===== config.mk =====
export PLATFORM = sky130hd
export DESIGN_NAME = mio_bus_master
export DESIGN_NICKNAME = d
export VERILOG_FILES = /design/src/rtl/mio_bus_master_pkg.sv /design/src/rtl/mio_lane_align.sv /design/src/rtl/mio_bus_master.sv
export SDC_FILE = /design/constraint.sdc
export NUM_CORES = 1
export LEC_CHECK = 0
export BUFFER_PORTS_ARGS = -buffer_cell sky130_fd_sc_hd__buf_2
export CORE_AREA = 2 2 101 142
export CTS_BUF_LIST = sky130_fd_sc_hd__clkbuf_2 sky130_fd_sc_hd__clkbuf_4 sky130_fd_sc_hd__clkbuf_8
export CTS_CLUSTER_DIAMETER = 100
export CTS_CLUSTER_SIZE = 10
export DETAILED_ROUTE_END_ITERATION = 8
export DIE_AREA = 0 0 103 144
export PLACE_DENSITY_LB_ADDON = 0.08
export SYNTH_ARGS = -nofsm -noshare
export SYNTH_HDL_FRONTEND = slang
export SYNTH_SLANG_ARGS = --single-unit

===== constraint.sdc =====
create_clock -name clk -period 5.4 [get_ports clk]
set_input_delay 1.08 -clock clk [delete_from_list [all_inputs] [get_ports clk]]
set_output_delay 1.08 -clock clk [all_outputs]
set_load 0.01 [all_outputs]

===== src/rtl/mio_bus_master_pkg.sv =====
`default_nettype none
// ============================================================================
// Module      : mio_bus_master_pkg
// Description : Shared types and constants for the MIO bus master. Contains
//               the request size encodings, the FSM state encoding and the
//               read-latency counter width helper.
// Revision    : 1.0 - initial release
// ============================================================================
package mio_bus_master_pkg;

  // Request size encodings, as carried on req_size.
  typedef enum logic [1:0] {
    SZ_BYTE = 2'b00,
    SZ_HALF = 2'b01,
    SZ_WORD = 2'b10,
    SZ_ILL  = 2'b11
  } size_e;

  // Controller states.
  typedef enum logic [1:0] {
    IDLE = 2'd0,
    RD   = 2'd1,
    WR   = 2'd2,
    RESP = 2'd3
  } state_e;

  localparam int DEFAULT_READ_LATENCY = 1;

  // Width of a down-counter that must hold the value lat.
  // The result is never below 1, so a zero-latency build still has a legal vector.
  function automatic int cnt_width(input int lat);
    return (lat < 1) ? 1 : $clog2(lat + 1);
  endfunction

  localparam int CNT_W_DEFAULT = cnt_width(DEFAULT_READ_LATENCY);

endpackage : mio_bus_master_pkg
`default_nettype wire


===== src/rtl/mio_lane_align.sv =====
`default_nettype none
// ============================================================================
// Module      : mio_lane_align
// Description : Combinational little-endian lane logic. For loads it extracts
//               the addressed byte/half and sign- or zero-extends it. For
//               stores it merges the new byte/half into the word read from the
//               bus, so the surrounding lanes are written back unchanged.
// Revision    : 1.0 - initial release
// ============================================================================
module mio_lane_align
  import mio_bus_master_pkg::*;
(
  input  logic [1:0]  addr_lo,
  input  logic [1:0]  size,
  input  logic        is_unsigned,
  input  logic [31:0] word,
  input  logic [31:0] wdata,
  output logic [31:0] load_data,
  output logic [31:0] store_data
);

  logic [7:0]  byte_sel;
  logic [15:0] half_sel;
  logic        sext_b;
  logic        sext_h;

  // Select the addressed lanes, then extend the load or merge the store.
  always_comb begin
    byte_sel   = word[{addr_lo, 3'b000} +: 8];
    half_sel   = word[{addr_lo[1], 4'b0000} +: 16];
    sext_b     = ~is_unsigned & byte_sel[7];
    sext_h     = ~is_unsigned & half_sel[15];
    load_data  = word;
    store_data = wdata;
    case (size_e'(size))
      SZ_BYTE: begin
        load_data  = {{24{sext_b}}, byte_sel};
        store_data = word;
        store_data[{addr_lo, 3'b000} +: 8] = wdata[7:0];
      end
      SZ_HALF: begin
        load_data  = {{16{sext_h}}, half_sel};
        store_data = word;
        store_data[{addr_lo[1], 4'b0000} +: 16] = wdata[15:0];
      end
      default: begin
        // Word (and the never-issued illegal size) pass straight through.
        load_data  = word;
        store_data = wdata;
      end
    endcase
  end

endmodule : mio_lane_align
`default_nettype wire


===== src/rtl/mio_bus_master.sv =====
`default_nettype none
// ============================================================================
// Module      : mio_bus_master
// Description : CPU-side initiator for the MIO peripheral bus. Takes one
//               load/store at a time from the MEM stage, drives the word-only
//               bus, and returns a one-cycle response. Sub-word stores are done
//               as read-modify-write; misaligned and illegal-size requests are
//               answered with an error and never reach the bus.
//               Optional macro MIO_BUS_MASTER_PERF_EN adds the perf_loads,
//               perf_stores and perf_busy counter outputs.
// Revision    : 1.0 - initial release
// ============================================================================
module mio_bus_master
  import mio_bus_master_pkg::*;
#(
  parameter int READ_LATENCY = DEFAULT_READ_LATENCY
) (
  input  logic        clk,
  input  logic        rst,
  input  logic        req_valid,
  output logic        req_ready,
  input  logic        req_we,
  input  logic [1:0]  req_size,
  input  logic        req_unsigned,
  input  logic [31:0] req_addr,
  input  logic [31:0] req_wdata,
  output logic        resp_valid,
  output logic [31:0] resp_rdata,
  output logic        resp_err,
  output logic [31:0] addr_bus,
  output logic [31:0] Cpu_data2bus,
  output logic        mem_w,
  input  logic [31:0] Cpu_data4bus
`ifdef MIO_BUS_MASTER_PERF_EN
  ,
  output logic [31:0] perf_loads,
  output logic [31:0] perf_stores,
  output logic [31:0] perf_busy
`endif
);

  localparam int            CNT_W    = cnt_width(READ_LATENCY);
  localparam logic [CNT_W-1:0] CNT_INIT = CNT_W'(READ_LATENCY);

  localparam logic [1:0] S_IDLE = IDLE;
  localparam logic [1:0] S_RD   = RD;
  localparam logic [1:0] S_WR   = WR;
  localparam logic [1:0] S_RESP = RESP;

  logic [1:0]       state;
  logic [CNT_W-1:0] cnt;
  logic             lat_we;
  logic [1:0]       lat_size;
  logic             lat_uns;
  logic [31:0]      lat_addr;
  logic [31:0]      lat_wdata;
  logic [31:0]      rd_word;

  logic             req_bad;
  logic [31:0]      align_word;
  logic [31:0]      load_data;
  logic [31:0]      store_data;
  logic [31:0]      word_addr;

  // Decode alignment and size legality straight from the live request.
  always_comb begin
    req_bad = 1'b0;
    case (size_e'(req_size))
      SZ_HALF: req_bad = req_addr[0];
      SZ_WORD: req_bad = |req_addr[1:0];
      SZ_ILL:  req_bad = 1'b1;
      default: req_bad = 1'b0;
    endcase
  end

  // The load path works on the live bus data so the result is ready on the
  // capture edge; the store merge works on the word captured at the end of RD.
  assign align_word = (state == S_WR) ? rd_word : Cpu_data4bus;
  assign word_addr  = {lat_addr[31:2], 2'b00};

  mio_lane_align u_align (
    .addr_lo     (lat_addr[1:0]),
    .size        (lat_size),
    .is_unsigned (lat_uns),
    .word        (align_word),
    .wdata       (lat_wdata),
    .load_data   (load_data),
    .store_data  (store_data)
  );

  // Request FSM: latch on accept, count the read window, write once, respond.
  always_ff @(posedge clk or posedge rst) begin
    if (rst) begin
      state      <= S_IDLE;
      cnt        <= '0;
      lat_we     <= 1'b0;
      lat_size   <= 2'b00;
      lat_uns    <= 1'b0;
      lat_addr   <= '0;
      lat_wdata  <= '0;
      rd_word    <= '0;
      resp_rdata <= '0;
      resp_err   <= 1'b0;
    end else begin
      case (state)
        S_IDLE: begin
          if (req_valid) begin
            lat_we    <= req_we;
            lat_size  <= req_size;
            lat_uns   <= req_unsigned;
            lat_addr  <= req_addr;
            lat_wdata <= req_wdata;
            cnt       <= CNT_INIT;
            if (req_bad) begin
              resp_rdata <= '0;
              resp_err   <= 1'b1;
              state      <= S_RESP;
            end else if (req_we && (req_size == SZ_WORD)) begin
              state <= S_WR;
            end else begin
              state <= S_RD;
            end
          end
        end
        S_RD: begin
          if (cnt == '0) begin
            rd_word <= Cpu_data4bus;
            if (lat_we) begin
              state <= S_WR;
            end else begin
              resp_rdata <= load_data;
              resp_err   <= 1'b0;
              state      <= S_RESP;
            end
          end else begin
            cnt <= cnt - CNT_W'(1);
          end
        end
        S_WR: begin
          resp_rdata <= '0;
          resp_err   <= 1'b0;
          state      <= S_RESP;
        end
        default: begin
          state <= S_IDLE;
        end
      endcase
    end
  end

  // Bus outputs are decoded from state so reset clears them immediately.
  always_comb begin
    addr_bus     = '0;
    Cpu_data2bus = '0;
    mem_w        = 1'b0;
    if (state == S_RD) begin
      addr_bus = word_addr;
    end else if (state == S_WR) begin
      addr_bus     = word_addr;
      Cpu_data2bus = store_data;
      mem_w        = 1'b1;
    end
  end

  assign req_ready  = (state == S_IDLE);
  assign resp_valid = (state == S_RESP);

`ifdef MIO_BUS_MASTER_PERF_EN
  // Free-running wrap-around activity counters.
  always_ff @(posedge clk or posedge rst) begin
    if (rst) begin
      perf_loads  <= '0;
      perf_stores <= '0;
      perf_busy   <= '0;
    end else begin
      if (state != S_IDLE) begin
        perf_busy <= perf_busy + 32'd1;
      end
      if ((state == S_RESP) && !resp_err) begin
        if (lat_we) begin
          perf_stores <= perf_stores + 32'd1;
        end else begin
          perf_loads <= perf_loads + 32'd1;
        end
      end
    end
  end
`endif

endmodule : mio_bus_master
`default_nettype wire


==> results of run 1 <==
[cell usage in the layout (no fill, tap or decap), drive strengths merged, types with 6 or more instances in the layout]
| master | instances |
|---|---|
| a21oi | 44 |
| a221oi | 7 |
| a32o | 32 |
| and3 | 8 |
| buf | 213 |
| clkbuf | 21 |
| dfrtp | 136 |
| ha | 9 |
| inv | 9 |
| mux2 | 108 |
| mux2i | 28 |
| mux4 | 8 |
| nand2 | 32 |
| nand2b | 6 |
| nor2 | 26 |
| nor2b | 40 |
| nor3 | 20 |
| o21ai | 49 |
| o22ai | 14 |
| or2 | 8 |
[kinds of logic after synthesis]
logic type,Yosys count,synth area share [%]
AO/OA/AOI/OAI,166,15.2
AND/OR/NAND/NOR,151,10.7
multiplexers,144,22.8
flip-flops,136,46.2
buffers and inverters,62,3.53
adder cells (fa/ha/maj),9,1.53
other,1,0.0509
[sequential cells by signal (all words and copies together), names as in the netlist]
| register | cells |
|---|---|
| lat_we | 1 |
| rd_word | 32 |
| lat_addr | 32 |
| resp_rdata | 32 |
| resp_err | 1 |
| lat_uns | 1 |
| lat_size | 2 |
| state | 2 |
| cnt | 1 |
| lat_wdata | 32 |
[synth_stat cells, types with 9 or more instances]
library cell / number
a21oi_1: 44
a32o_1: 32
buf_1: 10
clkbuf_1: 32
dfrtp_1: 136
ha_1: 9
inv_1: 9
mux2_2: 108
mux2i_1: 28
nand2_1: 32
nor2_1: 26
nor2b_1: 40
nor3_1: 20
o21ai_0: 48
o22ai_1: 14
[per-stage QoR]
step | setup slack, ns | hold slack, ns | util, % | std cells
detailed placement | 1.49 | 0.477 | 62.2 | 1015
finish | 1.02 | 0.488 | 65.5 | 1047
floorplan | 0.681 | 0.471 | - | 670
global route | 0.799 | 0.503 | 65.5 | 1047
CTS | 1.00 | 0.493 | 65.5 | 1047
global placement | 1.68 | 0.470 | 62.2 | 1015
[routing by layer]
layer | GRT usage, % | up-vias | wire (um)
met1 | 33.2 | 3062 | 7770
met5 | 0 | - | 0
met4 | 13.8 | 0 | 1000
met3 | 7.20 | 68 | 1660
li1 | - | 2831 | -
met2 | 49.6 | 334 | 11000
[area by class of cell]
type,instances,area share [%]
repair buffers,213,12.3
inverters,9,0.406
flip-flops and latches,136,38.1
well taps,185,2.59
clock inverters,11,1.92
multi-input cells,472,41.6
clock buffers,21,3.09
[power by group through the flow]
stage               registers (mW)  logic [mW]  clock network [mW]
finish                        1.92        3.20               0.938
global route                  1.97        3.45               0.995
CTS                           1.91        3.19               0.949
detailed placement            1.92        3.17                   0
global placement              1.89        3.08                   0
floorplan                     1.82        2.23                   0
[worst max-delay path by stage]
stage	from	slack, ns	to
5_1_grt	state[0]$_DFFE_PP0P_	0.80	Cpu_data2bus[15]
6_report	state[0]$_DFFE_PP0P_	1.02	Cpu_data2bus[15]
4_1_cts	state[0]$_DFFE_PP0P_	1.0	Cpu_data2bus[15]
2_1_floorplan	rst	0.68	cnt$_DFFE_PP0P_
3_3_place_gp	state[0]$_DFFE_PP0P_	1.68	Cpu_data2bus[15]
3_5_place_dp	state[0]$_DFFE_PP0P_	1.49	Cpu_data2bus[15]
==> results.toml, run 1 <==
[run_status]
status = "complete, no violations"

[sta]
slew_violations = 0
worst_slew_pin_slew_ns = 1.20
hold_viol = 0
maxSlewHeadroom_pct = 20.2
fin_crit_ns = 4.38
max_clock_freq_ghz = 0.228
finalCritPeriodShare_pct = 81.2
tns_ns = 0
setup_viol = 0
skew_ns = 0.0108
rsz0062_at_grt = "false"

[finish]
final_net_count = 961
regArea_sq_um = 3400
drive_above_1_share_pct = 43.6
fill_cells = 1200
stdcell_area_sq_um = 8940
syn_to_final_growth_pct = 21.4
multi_input_area_sq_um = 3720
n_antenna_cell = 0

[min_path]
min-delay-start = "resp_rdata[17]$_DFFE_PP0P_"
holdPathEnd = "resp_rdata[17]$_DFFE_PP0P_"
min_path_type = "register to register"
hold_depth = 1

[power]
power_switching_mw = 2.60
p_total_mw = 6.06
powerDensity_nw_per_um2 = 678
p_seq_share_pct = 31.7
clkPwrFrac_pct = 15.5
p_int_mw = 3.46
p_leak_nw = 4.20
ir_worst_vdd_uv = 319
pwr-share-comb_pct = 52.9
swShare_pct = 42.9

[place]
io_buffers = 200
hpwl_um = 15700
place_area_sq_um = 8490
globalplace.congestion = 0.965

[detailed_routing]
wl_um = 21400
viasPerCell = 6.01
drc = 0
dr.pass1.iters = 5
wl_per_cell_um = 20.5
drt_first_iter_violations = 536
vias = 6295
antenna_left = 0

[worst_setup_path]
crit_required_ns = 4.32
slowest_stage = "ha_2"
worstPathCellList = "inv_1, ha_2, nand2b_1, a2111oi_0, buf_2"
r2r_end = "resp_rdata[25]$_DFFE_PP0P_"
critPathTopFamily = "adder cells"
cp_max_fo = 29
max_stage_delay_ns = 0.72
path_class = "register to output port"
r2r_slack_ns = 2.22
reg2reg_from = "state[0]$_DFFE_PP0P_"
crit_buf_inv = 2
end_kind = "output port"
cp.arrival_ns = 3.30
cp.depth = 5
reg2regPathDepth = 6
startpoint_type = "register"

[synthesis]
async_reset_ff_share_pct = 100
syn_inst = 669
syn-cell-area_sq_um = 7360
yosys_warnings = 0
yosysSeqAreaShare_pct = 46.2
ys_seq_elements = 136
synth_edf_count = 0
synth_top_cell_area_share_pct = 46.2
synth_flop_cell = "dfrtp_1"
synth_area_leaders = "dfrtp_1 46%, mux2_2 17%, a32o_1 4.3%"
synth_area_leader_cell = "dfrtp_1"
syn_avg_cell_area_sq_um = 11.0
synthDistinctLibCells = 45

[cts]
cts_hold_buf = 0
insertion_delay_ns = 0.44
cts.repair.resized = 0
clockBufferDepth = 2
clk_root_buffer_cell = "clkbuf_8"
post-cts-setup-buffers = 0
cts_tree = "built"
cts_made_buffers = 17
cts_sinks = 136
clk_pin_slew_ns = 0.08
h-tree-depth = 4

[die]
fp.dieW_um = 103
die-area_sq_um = 14800
core_sq_um = 13700
start_util_pct = 53.9
die_h_um = 144
pin_count = 203
rows = 51

[global_route]
gr-total-overflow = 0
grt_pass1_wl_um = 32100
grt_antenna_before_repair = 0
first_global_vias = 6146
grt_usage_pct = 28.8
grt_max_degree = 67

[flow_run]
drv_cap = 0
(Power assumes the default switching activity.)
==> run 2: changes to the inputs <==
--- a/config.mk
+++ b/config.mk
@@ -6,12 +6,12 @@
 export NUM_CORES = 1
 export LEC_CHECK = 0
 export BUFFER_PORTS_ARGS = -buffer_cell sky130_fd_sc_hd__buf_2
-export CORE_AREA = 2 2 101 142
+export CORE_AREA = 2 2 107 151
 export CTS_BUF_LIST = sky130_fd_sc_hd__clkbuf_2 sky130_fd_sc_hd__clkbuf_4 sky130_fd_sc_hd__clkbuf_8
 export CTS_CLUSTER_DIAMETER = 100
 export CTS_CLUSTER_SIZE = 10
 export DETAILED_ROUTE_END_ITERATION = 8
-export DIE_AREA = 0 0 103 144
+export DIE_AREA = 0 0 109 153
 export PLACE_DENSITY_LB_ADDON = 0.08
 export SYNTH_ARGS = -nofsm -noshare
 export SYNTH_HDL_FRONTEND = slang
==> constraint.sdc (replaced) <==
create_clock -name clk -period 3.95 [get_ports clk]
set_input_delay 0.79 -clock clk [delete_from_list [all_inputs] [get_ports clk]]
set_output_delay 0.79 -clock clk [all_outputs]
set_load 0.01 [all_outputs]
==> run 2 against run 1 <==
  * Cell count grew 1.2%
  * Worst hold slack gained 0.0041 ns
  * Utilization shrank 6.6 points
  * Wire length grew 3.6%
  * Worst setup slack lost 0.73 ns
  * Sequential cell count is the same
  * Clock power grew 45%
  * Register-to-register slack lost 1.3 ns
  * Via count shrank 1.1%
  * Cell area grew 0.99%
  * Clock skew grew 0.0011 ns
  * Critical endpoint is now Cpu_data2bus[3]
==> results.toml, run 2 (synthesis results as in run 1) <==
[place]
hpwl_um = 16200
globalplace.congestion = 0.946
place_inst = 1028
io_buffers = 200

[sta]
slew_violations = 0
max_clock_freq_ghz = 0.273
worst_slew_pin_slew_ns = 1.17
maxSlewHeadroom_pct = 22.2
hold_viol = 0
tns_ns = 0
rsz0062_at_grt = "false"
fin_crit_ns = 3.67
finalCritPeriodShare_pct = 92.9
setup_viol = 0
skew_ns = 0.0118

[worst_setup_path]
startpoint_type = "register"
slowest_stage = "nor3_1"
r2r_end = "resp_rdata[17]$_DFFE_PP0P_"
crit_required_ns = 3.16
max_stage_delay_ns = 0.70
cp.arrival_ns = 2.88
path_class = "register to output port"
r2r_slack_ns = 0.96
end_kind = "output port"
crit_end = "Cpu_data2bus[3]"
cp-startpoint = "lat_addr[1]$_DFFE_PP0P_"
cp_max_fo = 14
reg2reg_from = "state[0]$_DFFE_PP0P_"
path_common_cell = "nor3_1"
worstPathCellList = "inv_1, ha_1, nor3_1, a221oi_1, nor3_1, buf_2"
reg2regPathDepth = 6

[detailed_routing]
wl_per_cell_um = 21.0
drt_first_iter_violations = 414
viasPerCell = 5.87
drc = 0
dr.pass1.iters = 5
wl_um = 22200
vias = 6224
antenna_left = 0

[cts]
cts.repair.resized = 0
cts_sinks = 136
cts_made_buffers = 17
h-tree-depth = 4
clk_pin_slew_ns = 0.07
clk_root_buffer_cell = "clkbuf_8"
post-cts-setup-buffers = 0
cts_hold_buf = 0
clockBufferDepth = 2
cts_tree = "built"
insertion_delay_ns = 0.44

[global_route]
grt_max_degree = 137
grt_pass1_wl_um = 34600
grt_usage_pct = 27.0
first_global_vias = 6387
gr-total-overflow = 0
grt_antenna_before_repair = 0

[power]
powerDensity_nw_per_um2 = 932
p_total_mw = 8.41
pwr-share-comb_pct = 52.7
swShare_pct = 42.6
p_seq_share_pct = 31.1
power_switching_mw = 3.59
p_leak_nw = 4.22
ir_worst_vdd_uv = 414
clkPwrFrac_pct = 16.2
p_int_mw = 4.83

[flow_run]
drv_cap = 0

[finish]
final_cell_mix = "200 x buf_2, 136 x dfrtp_1, 108 x mux2_2, 48 x o21ai_0, 44 x a21oi_1"
final_common_cell = "buf_2"
drive_above_1_share_pct = 43.8
n_antenna_cell = 0
final_net_count = 963
layout.cells.non_filler = 1060
syn_to_final_growth_pct = 22.6

[die]
pin_count = 203
core_sq_um = 15300
die-area_sq_um = 16700
fp.dieW_um = 109
die_h_um = 153
rows = 54
start_util_pct = 48.0

[min_path]
min_path_type = "register to register"

[run_status]
status = "complete, no violations"
run 2: changes by cell type in the layout (fill, tap and decap cells not counted):
| cell | delta |
|---|---|
| buf_12 | +2 |
| bufinv_16 | +1 |
| clkinv_2 | -1 |
| clkinv_4 | -1 |
| clkinvlp_4 | +2 |
| ha_2 | -1 |
| ha_4 | +1 |
| inv_4 | -1 |
run 2: final cells by class:
cell class	count	area, sq um
clock buffer	21	277
clock inverter	11	195
fill	1341	6310
inverter	9	37.5
multi-input combinational	472	3730
sequential	136	3400
tap	196	245
timing repair buffer	215	1140
run 2: critical path, delay by kind of cell (launching register included):
| family | cells | cell delay [ns] |
|---|---|---|
| adders and majority gates | 1 | 0.36 |
| and+or+nand+nor | 2 | 0.97 |
| DFF | 1 | 0.38 |
| buffers and inverters | 2 | 0.55 |
| AOI/OAI and AO/OA | 1 | 0.17 |
run 2: stage by stage:
stage / hold WS, ns / util (%) / worst slack, ns / cell area (sq um)
final: 0.493 / 58.9 / 0.282 / 9030
after detailed placement: 0.481 / 55.7 / 0.655 / 8550
after floorplan: 0.471 / - / 0.697 / 7370
after global placement: 0.468 / 55.7 / 0.707 / 8550
after global routing: 0.515 / 58.9 / 0.116 / 9030
after CTS: 0.498 / 58.8 / 0.181 / 9020
run 2: worst min path at each step:
| stage | startpoint | end | slack, ns | cells past startpoint |
|---|---|---|---|---|
| 2_1_floorplan | lat_addr[10]$_DFFE_PP0P_ | lat_addr[10]$_DFFE_PP0P_ | 0.47 | 1 |
| 3_3_place_gp | resp_rdata[16]$_DFFE_PP0P_ | resp_rdata[16]$_DFFE_PP0P_ | 0.47 | 1 |
| 3_5_place_dp | resp_rdata[18]$_DFFE_PP0P_ | resp_rdata[18]$_DFFE_PP0P_ | 0.48 | 1 |
| 4_1_cts | resp_rdata[18]$_DFFE_PP0P_ | resp_rdata[18]$_DFFE_PP0P_ | 0.50 | 1 |
| 5_1_grt | resp_rdata[25]$_DFFE_PP0P_ | resp_rdata[25]$_DFFE_PP0P_ | 0.52 | 1 |
| 6_report | resp_rdata[16]$_DFFE_PP0P_ | resp_rdata[16]$_DFFE_PP0P_ | 0.49 | 1 |
run 2: metal layers:
layer,vias up,track usage [%],wire [um]
li1,2818,-,-
met5,-,0,0
met3,53,6.82,1580
met2,257,45.8,11300
met1,3096,31.8,8430
met4,0,11.9,884
run 2: power by group through the flow:
stage	clock (mW)	combinational, mW	sequential (mW)
floorplan	0	3.05	2.49
global placement	0	4.30	2.58
detailed placement	0	4.39	2.62
CTS	1.39	4.41	2.60
global route	1.46	4.80	2.69
finish	1.36	4.43	2.62
==> run 3: changes to the inputs <==
--- a/config.mk
+++ b/config.mk
@@ -7,11 +7,12 @@
 export LEC_CHECK = 0
 export BUFFER_PORTS_ARGS = -buffer_cell sky130_fd_sc_hd__buf_2
 export CORE_AREA = 2 2 107 151
-export CTS_BUF_LIST = sky130_fd_sc_hd__clkbuf_2 sky130_fd_sc_hd__clkbuf_4 sky130_fd_sc_hd__clkbuf_8
+export CTS_BUF_LIST = sky130_fd_sc_hd__clkbuf_8
 export CTS_CLUSTER_DIAMETER = 100
 export CTS_CLUSTER_SIZE = 10
 export DETAILED_ROUTE_END_ITERATION = 8
 export DIE_AREA = 0 0 109 153
+export MAX_ROUTING_LAYER = met4
 export PLACE_DENSITY_LB_ADDON = 0.08
 export SYNTH_ARGS = -nofsm -noshare
 export SYNTH_HDL_FRONTEND = slang
==> run 3 against run 2 <==
  * Clock skew is 0.00084 ns lower
  * Cell area decreased by 0.35%
  * Worst hold slack got worse by 0.0020 ns
  * Sequential cell count did not move
  * Register-to-register slack lost 0.08 ns
  * Sequential power about the same
  * Critical path depth grew 2
  * Clock-buffer cell count decreased by 3
  * Power is 0.93% lower
  * Largest cell class unchanged
==> results.toml, run 3 (synthesis results as in run 1) <==
[global_route]
grt_pass1_wl_um = 35400
grt_antenna_before_repair = 0
grt_max_degree = 137
grt_usage_pct = 28.6
gr-total-overflow = 0
first_global_vias = 6492

[power]
powerDensity_nw_per_um2 = 926
p_leak_nw = 4.21
ir_worst_vdd_uv = 440

[detailed_routing]
antenna_left = 0
drt_first_iter_violations = 407
drc = 0
dr.pass1.iters = 4
vias = 6218
wl_um = 22400
wl_per_cell_um = 21.1
viasPerCell = 5.86

[worst_setup_path]
critPathTopFamily = "buffers and inverters"
worstPathCellList = "inv_1, ha_4, buf_4, mux2i_1, o21ai_0, a21oi_1, nor3_1, buf_2"
slowest_stage = "mux2i_1"
r2r_slack_ns = 0.88
cp_max_fo = 21
max_stage_delay_ns = 0.51
cp.depth = 8
startpoint_type = "register"
reg2regPathDepth = 8
end_kind = "output port"
path_class = "register to output port"
cp.arrival_ns = 2.94
crit_end = "Cpu_data2bus[12]"
crit_buf_inv = 3
reg2reg_from = "state[0]$_DFFE_PP0P_"
r2r_end = "resp_rdata[21]$_DFFE_PP0P_"
cp-startpoint = "state[0]$_DFFE_PP0P_"
crit_required_ns = 3.16

[place]
hpwl_um = 16200
place_area_sq_um = 8560
globalplace.congestion = 0.903
io_buffers = 200

[die]
die_h_um = 153
pin_count = 203
core_sq_um = 15300
rows = 54
start_util_pct = 48.0
die-area_sq_um = 16700
fp.dieW_um = 109

[finish]
multi_input_area_sq_um = 3740
n_antenna_cell = 0
final_common_cell = "buf_2"
syn_to_final_growth_pct = 22.2
stdcell_area_sq_um = 9000
drive_above_1_share_pct = 43.9
regArea_sq_um = 3400
final_net_count = 966
fill_cells = 1323
final_cell_mix = "200 x buf_2, 136 x dfrtp_1, 108 x mux2_2, 48 x o21ai_0, 44 x a21oi_1"

[cts]
clockBufferDepth = 2
insertion_delay_ns = 0.45
clk_pin_slew_ns = 0.08
cts_tree = "built"
cts_made_buffers = 17
h-tree-depth = 4
clk_root_buffer_cell = "clkbuf_8"
cts_sinks = 136

[sta]
finalCritPeriodShare_pct = 94.5
worst_slew_pin_slew_ns = 1.18
hold_viol = 0
fin_crit_ns = 3.73
slew_violations = 0
max_clock_freq_ghz = 0.268
hold_ws_ns = 0.491
tns_ns = 0
setup_viol = 0
skew_ns = 0.0110
maxSlewHeadroom_pct = 21.1
rsz0062_at_grt = "false"

[flow_run]
drv_cap = 0

[min_path]
min-delay-start = "resp_rdata[20]$_DFFE_PP0P_"
min_path_type = "register to register"

[run_status]
status = "complete, no violations"
==> run 3: repair_timing <==
action,CTS,global route
hold buffers,0,0
buffers inserted,0,0
setup endpoints to repair,0,5
gates resized for setup,0,2
==> run 3: how the worst min path moves through the flow <==
stage                            endpoint  slack, ns  cells after the start
6_report       resp_rdata[20]$_DFFE_PP0P_       0.49                      1
5_1_grt        resp_rdata[26]$_DFFE_PP0P_       0.51                      1
4_1_cts        resp_rdata[20]$_DFFE_PP0P_       0.49                      1
3_5_place_dp   resp_rdata[20]$_DFFE_PP0P_       0.48                      1
3_3_place_gp   resp_rdata[17]$_DFFE_PP0P_       0.47                      1
2_1_floorplan    lat_addr[10]$_DFFE_PP0P_       0.47                      1
==> run 3: per-layer routing <==
metal	part of all wire [%]	up-vias	GRT usage, %
met1	40	3079	34.4
met2	50	254	45.4
li1	-	2834	-
met3	6.4	51	6.01
met5	0	-	-
met4	4.0	0	13.4
==> run 3: area by class of cell <==
class / count / share of cell area [%]
repair buffers: 218 / 12.8
clock inverters: 12 / 1.97
flip-flops and latches: 136 / 37.8
well taps: 196 / 2.73
multi-input cells: 472 / 41.5
inverters: 9 / 0.417
clock buffers: 18 / 2.75
==> run 3: where the power goes <==
part | leakage, nW | internal (mW) | switching [mW] | total (mW)
clock | 0.203 | 0.696 | 0.566 | 1.26
combinational | 2.34 | 1.96 | 2.52 | 4.47
sequential | 1.67 | 2.08 | 0.520 | 2.60
==> run 3: per-stage QoR <==
stage / power, mW / instances / utilization, % / setup slack, ns
after floorplan: 5.53 / 670 / - / 0.697
after global placement: 6.91 / 1031 / 55.8 / 0.655
after detailed placement: 7.04 / 1031 / 55.8 / 0.579
after CTS: 8.33 / 1061 / 58.6 / 0.0868
after global routing: 8.89 / 1061 / 58.7 / 0.108
final: 8.33 / 1061 / 58.7 / 0.219
